--- src/rtl/coin_input_conditioner.sv ---
`default_nettype none
// ============================================================================
// Module   : coin_input_conditioner
// Purpose  : Synchronises, debounces and edge-detects coin and button inputs;
//            serialises accepted coins into one-cycle value strobes.
// Revision : 1.0
// ============================================================================
module coin_input_conditioner #(
    parameter int DB_W     = 16,
    parameter int DB_LIMIT = 50000
) (
    input  logic       clk,
    input  logic       rst,
    input  logic [3:0] switch,
    input  logic       L_button,
    input  logic       R_button,
    input  logic       C_button,
    input  logic       coin_inhibit,
    output logic       coin_valid,
    output logic [4:0] coin_value,
    output logic       l_pulse,
    output logic       r_pulse,
    output logic       c_pulse,
    output logic       coin_overrun
);

    localparam logic [DB_W-1:0] c_lim_m1 = DB_W'(DB_LIMIT - 1);

    // Bit order: [3:0] coins, [4] L, [5] R, [6] C
    logic [6:0] w_raw;
    logic [6:0] r_sync1;
    logic [6:0] r_sync2;
    logic [6:0] w_stable;
    logic [6:0] r_stable_q;
    logic [6:0] w_evt;
    logic [3:0] w_coin_evt;
    logic [3:0] r_pend;
    logic [3:0] w_issue;
    logic [3:0] w_pend_nxt;
    logic       w_ovr;
    logic [4:0] w_val;

    assign w_raw = {C_button, R_button, L_button, switch};

    always_ff @(posedge clk) begin
        if (!rst) begin
            r_sync1    <= '0;
            r_sync2    <= '0;
            r_stable_q <= '0;
        end else begin
            r_sync1    <= w_raw;
            r_sync2    <= r_sync1;
            r_stable_q <= w_stable;
        end
    end

    for (genvar gi = 0; gi < 7; gi++) begin : g_db
        logic            r_lvl;
        logic [DB_W-1:0] r_cnt;

        always_ff @(posedge clk) begin
            if (!rst) begin
                r_lvl <= 1'b0;
                r_cnt <= '0;
            end else if (r_sync2[gi] == r_lvl) begin
                r_cnt <= '0;
            end else if (r_cnt == c_lim_m1) begin
                r_lvl <= r_sync2[gi];
                r_cnt <= '0;
            end else begin
                r_cnt <= r_cnt + 1'b1;
            end
        end

        assign w_stable[gi] = r_lvl;
    end

    assign w_evt      = w_stable & ~r_stable_q;
    assign w_coin_evt = w_evt[3:0] & {4{~coin_inhibit}};

    // Lowest pending index wins; a same-edge re-arrival on the issued slot is kept.
    always_comb begin
        w_issue = '0;
        for (int i = 0; i < 4; i++) begin
            if (r_pend[i] && (w_issue == 4'b0000)) begin
                w_issue[i] = 1'b1;
            end
        end
        w_pend_nxt = (r_pend & ~w_issue) | w_coin_evt;
        w_ovr      = |(w_coin_evt & r_pend & ~w_issue);
        w_val      = 5'd0;
        if (w_issue[0]) w_val = 5'd1;
        if (w_issue[1]) w_val = 5'd5;
        if (w_issue[2]) w_val = 5'd10;
        if (w_issue[3]) w_val = 5'd20;
    end

    always_ff @(posedge clk) begin
        if (!rst) begin
            r_pend       <= '0;
            coin_valid   <= 1'b0;
            coin_value   <= '0;
            l_pulse      <= 1'b0;
            r_pulse      <= 1'b0;
            c_pulse      <= 1'b0;
            coin_overrun <= 1'b0;
        end else begin
            r_pend       <= w_pend_nxt;
            coin_valid   <= |w_issue;
            coin_value   <= w_val;
            l_pulse      <= w_evt[4] & ~w_evt[5];
            r_pulse      <= w_evt[5] & ~w_evt[4];
            c_pulse      <= w_evt[6];
            coin_overrun <= w_ovr;
        end
    end

endmodule
`default_nettype wire
--- config.mk ---
export PLATFORM = sky130hd
export DESIGN_NAME = coin_input_conditioner
export DESIGN_NICKNAME = d
export VERILOG_FILES = /design/src/rtl/coin_input_conditioner.sv
export SDC_FILE = /design/constraint.sdc
export NUM_CORES = 1
export LEC_CHECK = 0
export CAP_MARGIN = 30
export CELL_PAD_IN_SITES_DETAIL_PLACEMENT = 2
export CELL_PAD_IN_SITES_GLOBAL_PLACEMENT = 2
export CORE_MARGIN = 2
export CORE_UTILIZATION = 34
export CTS_BUF_LIST = sky130_fd_sc_hd__clkbuf_16
export DETAILED_ROUTE_END_ITERATION = 12
export PLACE_DENSITY_LB_ADDON = 0.08
export SYNTH_ARGS = -nofsm -noshare
export SYNTH_HDL_FRONTEND = slang
export SYNTH_SLANG_ARGS = --single-unit
--- constraint.sdc ---
create_clock -name clk -period 2.2 [get_ports clk]
set_input_delay 0.66 -clock clk [delete_from_list [all_inputs] [get_ports clk]]
set_output_delay 0.66 -clock clk [all_outputs]
set_load 0.02 [all_outputs]
==> reports/summary.txt, run 1 <==
DETAILED ROUTING
-------------------------------------------------------------------------------------------------
DR vias ............................................................................         4835
Detailed-route DRC error count .....................................................            0
Detailed-route wire length per cell ................................................      15.7 um
First-pass detailed-route iteration total ..........................................            4
Final WL ...........................................................................      15.1 mm
Final ANT Viol Nets ................................................................            0
Vias per Instance ..................................................................         5.03
Starting DRT DRC Count .............................................................          181

WORST SETUP PATH
-------------------------------------------------------------------------------------------------
Path depth of the worst reg2reg path ...............................................            5
CP endpoint kind ................................................................... primary output
Data arrival time at the worst-slack endpoint ......................................      1.41 ns
Buffers plus inverters on the worst setup path .....................................            1
Maximum fanout count along the critical path .......................................            1
Kind of cell adding the most delay to the critical path ............................ buffers and inverters
Worst stage delay on the critical path .............................................      0.63 ns
Data required, critical path .......................................................      1.54 ns
Critical register-to-register path startpoint ...................................... g_db[3].r_cnt[12]$_SDFF_PP0_
Setup crit start kind ..............................................................    flip-flop
Reg-to-reg slack, setup ............................................................      0.19 ns
Slowest cell on crit path .......................................................... clkdlybuf4s50_1
Crit Path Class ....................................................................      reg2out
Endpoint of the worst-slack reg-to-reg timing path ................................. g_db[3].r_cnt[14]$_SDFF_PP0_
Series of cell instances along the critical path ................................... clkdlybuf4s50_1

CLOCK NETWORK
-------------------------------------------------------------------------------------------------
Clock net sink count ...............................................................          153
Cts bufs inserted ..................................................................           17
TritonCTS clock tree ...............................................................        built
Clock tree buffer depth ............................................................            2
Clock Pin Slew Worst Setup and Hold Paths ..........................................      0.06 ns
Later-pin clock latency in the skew report .........................................      0.42 ns
CTS Root Buffer Type ...............................................................    clkbuf_16
Count of H-tree levels built during CTS ............................................            4
Number of instances resized during post-cts repair .................................            0

FLOORPLAN
-------------------------------------------------------------------------------------------------
Total I/O pin count ................................................................           20
Initial Util .......................................................................        0.347
Std-Cell Core Area .................................................................    18000 um2
Die area ...........................................................................    19400 um2
Die height .........................................................................       139 um
Die boundary width .................................................................       139 um
Standard-cell rows .................................................................           49

HOLD PATH
-------------------------------------------------------------------------------------------------
Destination of the worst hold path ................................................. r_pend[0]$_SDFF_PN0_
Class of the tightest hold or removal check ........................................      reg2reg
Number of cells traversed by the worst hold path ...................................            1
Critical hold path startpoint ...................................................... r_stable_q[0]$_SDFF_PN0_

TIMING
-------------------------------------------------------------------------------------------------
Setup violators final ..............................................................            0
Final count of pins violating max slew .............................................            0
Highest clock frequency the design can meet ........................................      482 MHz
Final Hold Viols ...................................................................            0
Transition at the pin with the smallest max-transition slack .......................     0.433 ns
Max-slew headroom at the worst pin .................................................        0.710
Final clock skew ...................................................................    0.0139 ns
Total negative slack ...............................................................         0 ns
Clock period minus final worst setup slack .........................................      2.07 ns
Unrepaired setup endpoints after global routing ....................................           no
Part of the cycle the worst path needs .............................................        0.943
Final setup slack of the worst path ................................................     0.126 ns

GLOBAL ROUTE
-------------------------------------------------------------------------------------------------
Gr usage total .....................................................................        0.164
First-pass GRT wire length .........................................................      26.1 mm
Total gr overflow ..................................................................            0
Pin count of the biggest net entering global routing ...............................           22
Vias in the first global route .....................................................         5279
Antenna violations before repair ...................................................            0

FINISH
-------------------------------------------------------------------------------------------------
Post-route insts no fill ...........................................................          961
Layout-stage area growth over the synthesis result .................................        18.0%
# diodes ...........................................................................            0
Leading cell types in the layout, fill and taps excluded ........................... 153 x dfxtp_1, 131 x nor2_1, 82 x xnor2_1
Layout cells sized above 1 .........................................................       0.0656
Final nets .........................................................................          736
Most common library cell in the layout ignoring fill and taps ......................      dfxtp_1

POWER AND IR DROP
-------------------------------------------------------------------------------------------------
Power density cells ................................................................   790 nW/um2
Peak supply drop ...................................................................   0.000544 V
Leakage power of the design ........................................................   0.00237 uW

YOSYS
-------------------------------------------------------------------------------------------------
Post-synth top flop ................................................................      dfxtp_1
Sequential element share of the synthesized area ...................................        0.491
Warning count from the yosys run ...................................................            0
Mean post-synth cell area ..........................................................     9.17 um2
Number of nets in the synthesized netlist ..........................................          697
Number of distinct library cell variants in the gate-level netlist after synthesis .           41
Register bit total from synthesis ..................................................          153
EDFF count, synth ..................................................................            0
Cells after Synth ..................................................................          680
Async set or reset register ratio after synthesis ..................................            0
Post-synth design cell area ........................................................     6230 um2

PLACEMENT
-------------------------------------------------------------------------------------------------
Global placer's final weighted congestion ..........................................        0.766
Total of buffers placed on input and output ports ..................................           19
DPL Wire Length ....................................................................      10.5 mm
Number of instances in the placed design ...........................................          928
Setup WS pre-CTS ...................................................................    0.0694 ns

STATUS
-------------------------------------------------------------------------------------------------
Outcome ............................................................................    completed

FLOW RUN
-------------------------------------------------------------------------------------------------
Total of max-cap violations ........................................................            0

cell usage after synthesis (2+ instances only):
cell type	number	area [um2]
nand4b_1	2	17.5
and3_1	14	87.6
nor4bb_1	5	50.1
nor2b_1	9	56.3
nor4b_1	2	17.5
xor2_1	22	193
xnor2_1	82	718
buf_4	3	22.5
nand3_2	2	20.0
a21oi_1	2	10.0
mux2i_1	6	60.1
o21ai_0	3	15.0
nor3b_1	2	15.0
nand2_1	25	93.8
nand4_1	29	181
o31ai_1	3	22.5
and4b_1	3	30.0
nor4_1	30	188
or4_1	6	45.0
clkbuf_1	9	33.8
nor2_1	131	492
a21boi_0	2	15.0
nand3_1	42	210
inv_1	26	97.6
and2_1	22	138
ha_1	7	87.6
dfxtp_1	153	3060
and4_1	2	17.5
nor3_1	24	120
worst max-delay path by stage:
stage,from,to,cells after the start
3_5_place_dp,g_db[3].r_cnt[12]$_SDFF_PP0_,g_db[3].r_cnt[8]$_SDFF_PP0_,4
6_report,coin_overrun$_SDFF_PN0_,coin_overrun,1
2_1_floorplan,g_db[3].r_cnt[12]$_SDFF_PP0_,g_db[3].r_cnt[7]$_SDFF_PP0_,5
4_1_cts,g_db[3].r_cnt[12]$_SDFF_PP0_,g_db[3].r_cnt[4]$_SDFF_PP0_,4
3_3_place_gp,g_db[3].r_cnt[12]$_SDFF_PP0_,g_db[3].r_cnt[15]$_SDFF_PP0_,4
5_1_grt,coin_overrun$_SDFF_PN0_,coin_overrun,1
sequential cells by signal, summed over array words and instances (netlist names), 4 cells and up:
name,count
r_sync2,7
r_stable_q,7
coin_value,4
r_sync1,7
g_db.r_cnt,112
g_db.r_lvl,7
r_pend,4
cell families (layout without fill, tap and decap cells):
group           Yosys count  count (layout)  share of synthesized area
mux                       6               6                    0.00963
xor+xnor                104             104                      0.146
compound gates           15              15                     0.0187
simple gates            356             356                      0.294
flops                   153             153                      0.491
fa+ha+maj                 7               7                     0.0140
buf+inv                  39              91                     0.0265
report_power, final:
group	switching [uW]	internal [uW]	total [uW]
registers	10.3	2790	2800
logic	44.9	38.6	83.5
clock network	1170	1760	2930
total	1220	4590	5810
metrics by stage:
stage | area (um2) | hold slack [ns] | power (uW) | util
after floorplan | 6230 | 0.367 | 2900 | -
after global placement | 6750 | 0.374 | 2940 | 0.376
after detailed placement | 6750 | 0.385 | 2940 | 0.376
after CTS | 7340 | 0.398 | 5910 | 0.408
after global routing | 7360 | 0.410 | 6040 | 0.409
final | 7360 | 0.393 | 5810 | 0.409
routing by layer:
| layer | vias to the layer above | routed length (um) | part of all wire | track usage |
|---|---|---|---|---|
| met1 | 2402 | 6950 | 0.46 | 0.196 |
| li1 | 2390 | - | - | - |
| met3 | 13 | 299 | 0.020 | 0.0396 |
| met2 | 30 | 7710 | 0.51 | 0.292 |
| met5 | - | 0 | 0 | 0 |
| met4 | 0 | 163 | 0.011 | 0.0447 |
what timing repair did:
item	CTS	global route
hold buffers	0	0
endpoints found under the setup margin	0	14
setup buffers	0	1
final cells by class:
type	count	area, um2
Clock buffer	17	425
Clock inverter	15	161
Sequential cell	153	3060
Fill cell	1962	10600
Tap cell	229	287
Inverter	26	97.6
Timing Repair Buffer	33	315
Multi-Input combinational cell	488	3010
Power figures use the tool's default switching activity.
==> run 2, diff against run 1 <==
- CORE_ASPECT_RATIO: default -> 2
- HOLD_SLACK_MARGIN: default -> 0.06
==> reports/summary.txt, run 2 (synthesized netlist as in run 1, its figures left out) <==
STATUS
----------------------------------------------------------------------------------
Outcome .............................................................    completed

FINISH
----------------------------------------------------------------------------------
Final nets ..........................................................          737   +0.14%
# diodes ............................................................            0   unchanged
Largest register by flop count ......................................   g_db.r_cnt
Layout-stage area growth over the synthesis result ..................        17.5%
Filler cell count in the final layout ...............................         1999   +1.9%
Layout cells sized above 1 ..........................................       0.0682   +0.00264
Final core utilization ..............................................        0.404   -0.00548
Most common library cell in the layout ignoring fill and taps .......      dfxtp_1
Flip-flop count of the largest register, all copies and words added .          112   unchanged
Leading cell types in the layout, fill and taps excluded ............ 153 x dfxtp_1, 131 x nor2_1, 82 x xnor2_1

WORST SETUP PATH
----------------------------------------------------------------------------------
Crit Path Class .....................................................      reg2out
Buffers plus inverters on the worst setup path ......................            1   unchanged
Slowest cell on crit path ........................................... clkdlybuf4s50_1
Data required, critical path ........................................      1.54 ns   about the same
CP endpoint kind .................................................... primary output
Worst stage delay on the critical path ..............................      0.61 ns   -0.02 ns
Series of cell instances along the critical path .................... clkdlybuf4s50_1
Maximum fanout count along the critical path ........................            1   unchanged
Data arrival time at the worst-slack endpoint .......................      1.37 ns   -0.04 ns
Kind of cell adding the most delay to the critical path ............. buffers and inverters
Setup crit start kind ...............................................    flip-flop

TIMING
----------------------------------------------------------------------------------
Transition at the pin with the smallest max-transition slack ........     0.569 ns   +0.136 ns
Final Hold Viols ....................................................            0   unchanged
Max-slew headroom at the worst pin ..................................        0.621   -0.0898
Part of the cycle the worst path needs ..............................        0.925   -0.0176
Total negative slack ................................................         0 ns   unchanged
Final count of pins violating max slew ..............................            0   unchanged
Setup violators final ...............................................            0   unchanged
Final clock skew ....................................................   0.00778 ns   -0.00616 ns
Highest clock frequency the design can meet .........................      491 MHz   +1.9%
Clock period minus final worst setup slack ..........................      2.03 ns   -0.0387 ns
Unrepaired setup endpoints after global routing .....................           no

DETAILED ROUTING
----------------------------------------------------------------------------------
Final WL ............................................................      15.1 mm   about the same
Vias per Instance ...................................................         5.10   +1.3%
Final ANT Viol Nets .................................................            0   unchanged
Detailed-route wire length per cell .................................      15.9 um   +1.3%
Starting DRT DRC Count ..............................................          139   -23%
DR vias .............................................................         4838   +0.062%
First-pass detailed-route iteration total ...........................            4   unchanged
Detailed-route DRC error count ......................................            0   unchanged

PLACEMENT
----------------------------------------------------------------------------------
Total of buffers placed on input and output ports ...................           19   unchanged
Global placer's final weighted congestion ...........................        0.787   +2.7%
DPL Wire Length .....................................................      11.0 mm   +4.7%

FLOORPLAN
----------------------------------------------------------------------------------
Die height ..........................................................       196 um   +40%
Standard-cell rows ..................................................           70   +43%
Std-Cell Core Area ..................................................    18100 um2   +0.93%
Die boundary width ..................................................      99.8 um   -28%
Die area ............................................................    19500 um2   +0.34%
Initial Util ........................................................        0.344   -0.00319
Total I/O pin count .................................................           20   unchanged

CLOCK NETWORK
----------------------------------------------------------------------------------
Hold buffer count at CTS ............................................            0   unchanged
Number of instances resized during post-cts repair ..................            0   unchanged
Clock tree buffer depth .............................................            2   unchanged
Clock net sink count ................................................          153   unchanged
Later-pin clock latency in the skew report ..........................      0.43 ns   about the same
Count of H-tree levels built during CTS .............................            4   unchanged
Number of buffers added for setup after CTS .........................            0   unchanged
TritonCTS clock tree ................................................        built
CTS Root Buffer Type ................................................    clkbuf_16
Clock Pin Slew Worst Setup and Hold Paths ...........................      0.07 ns   about the same
Cts bufs inserted ...................................................           17   unchanged

GLOBAL ROUTE
----------------------------------------------------------------------------------
First-pass GRT wire length ..........................................      26.6 mm   +1.9%
Met2 Track Usage GR .................................................        0.334   +0.0425
Layer with the highest usage after global routing ...................         met2
Vias in the first global route ......................................         5464   +3.5%
Met1 global-route usage .............................................        0.170   -0.0265
Total gr overflow ...................................................            0   unchanged
Pin count of the biggest net entering global routing ................           32   +45%
Met3 track utilization from global routing ..........................       0.0308   -0.00879
Antenna violations before repair ....................................            0   unchanged
Gr usage total ......................................................        0.170   +0.00603

POWER AND IR DROP
----------------------------------------------------------------------------------
Peak supply drop ....................................................   0.000357 V   -34%
Leakage power of the design .........................................   0.00235 uW   -1.0%
Power density cells .................................................   785 nW/um2   -0.57%

HOLD PATH
----------------------------------------------------------------------------------
Class of the tightest hold or removal check .........................      reg2reg

FLOW RUN
----------------------------------------------------------------------------------
Total of max-cap violations .........................................            0   unchanged

[run 2: worst paths after layout]
path / start / endpoint / slack [ns] / cells after the start
worst max register to register: g_db[6].r_cnt[11]$_SDFF_PP0_ / g_db[6].r_cnt[2]$_SDFF_PP0_ / 0.21 / 4
worst min register to register: r_stable_q[6]$_SDFF_PN0_ / c_pulse$_SDFF_PN0_ / 0.40 / 1
worst max-delay path: r_pulse$_SDFF_PN0_ / r_pulse / 0.17 / 1
worst min-delay path: r_stable_q[6]$_SDFF_PN0_ / c_pulse$_SDFF_PN0_ / 0.40 / 1
[run 2: layout make-up]
cell class                 instances  area [um2]  share of cell area
clock inverter                    15         151              0.0207
inverter                          26        97.6              0.0133
multi-input combinational        488        3010               0.410
tap                              216         270              0.0369
sequential                       153        3060               0.418
clock buffer                      17         425              0.0581
timing repair buffer              34         310              0.0424
[run 2: metal layers]
metal  vias up  wire (um)
met2        48       8890
met1      2379       5690
met3        17        282
met5         -          0
li1       2394          -
met4         0        270
[run 2: per-stage QoR]
step                power, uW  worst slack (ns)  cell area (um2)  hold slack (ns)  std cells
finish                   5750             0.165             7320            0.398        949
global placement         2940             0.245             6750            0.374        917
detailed placement       2940             0.159             6750            0.390        917
global route             5990            0.0941             7320            0.426        949
floorplan                2900             0.292             6230            0.367        680
CTS                      5850             0.152             7320            0.400        949
[run 2: report_power, final]
group | internal, uW | switching [uW]
Clock | 1670 | 1210
Sequential | 2790 | 8.86
Combinational | 36.8 | 44.7
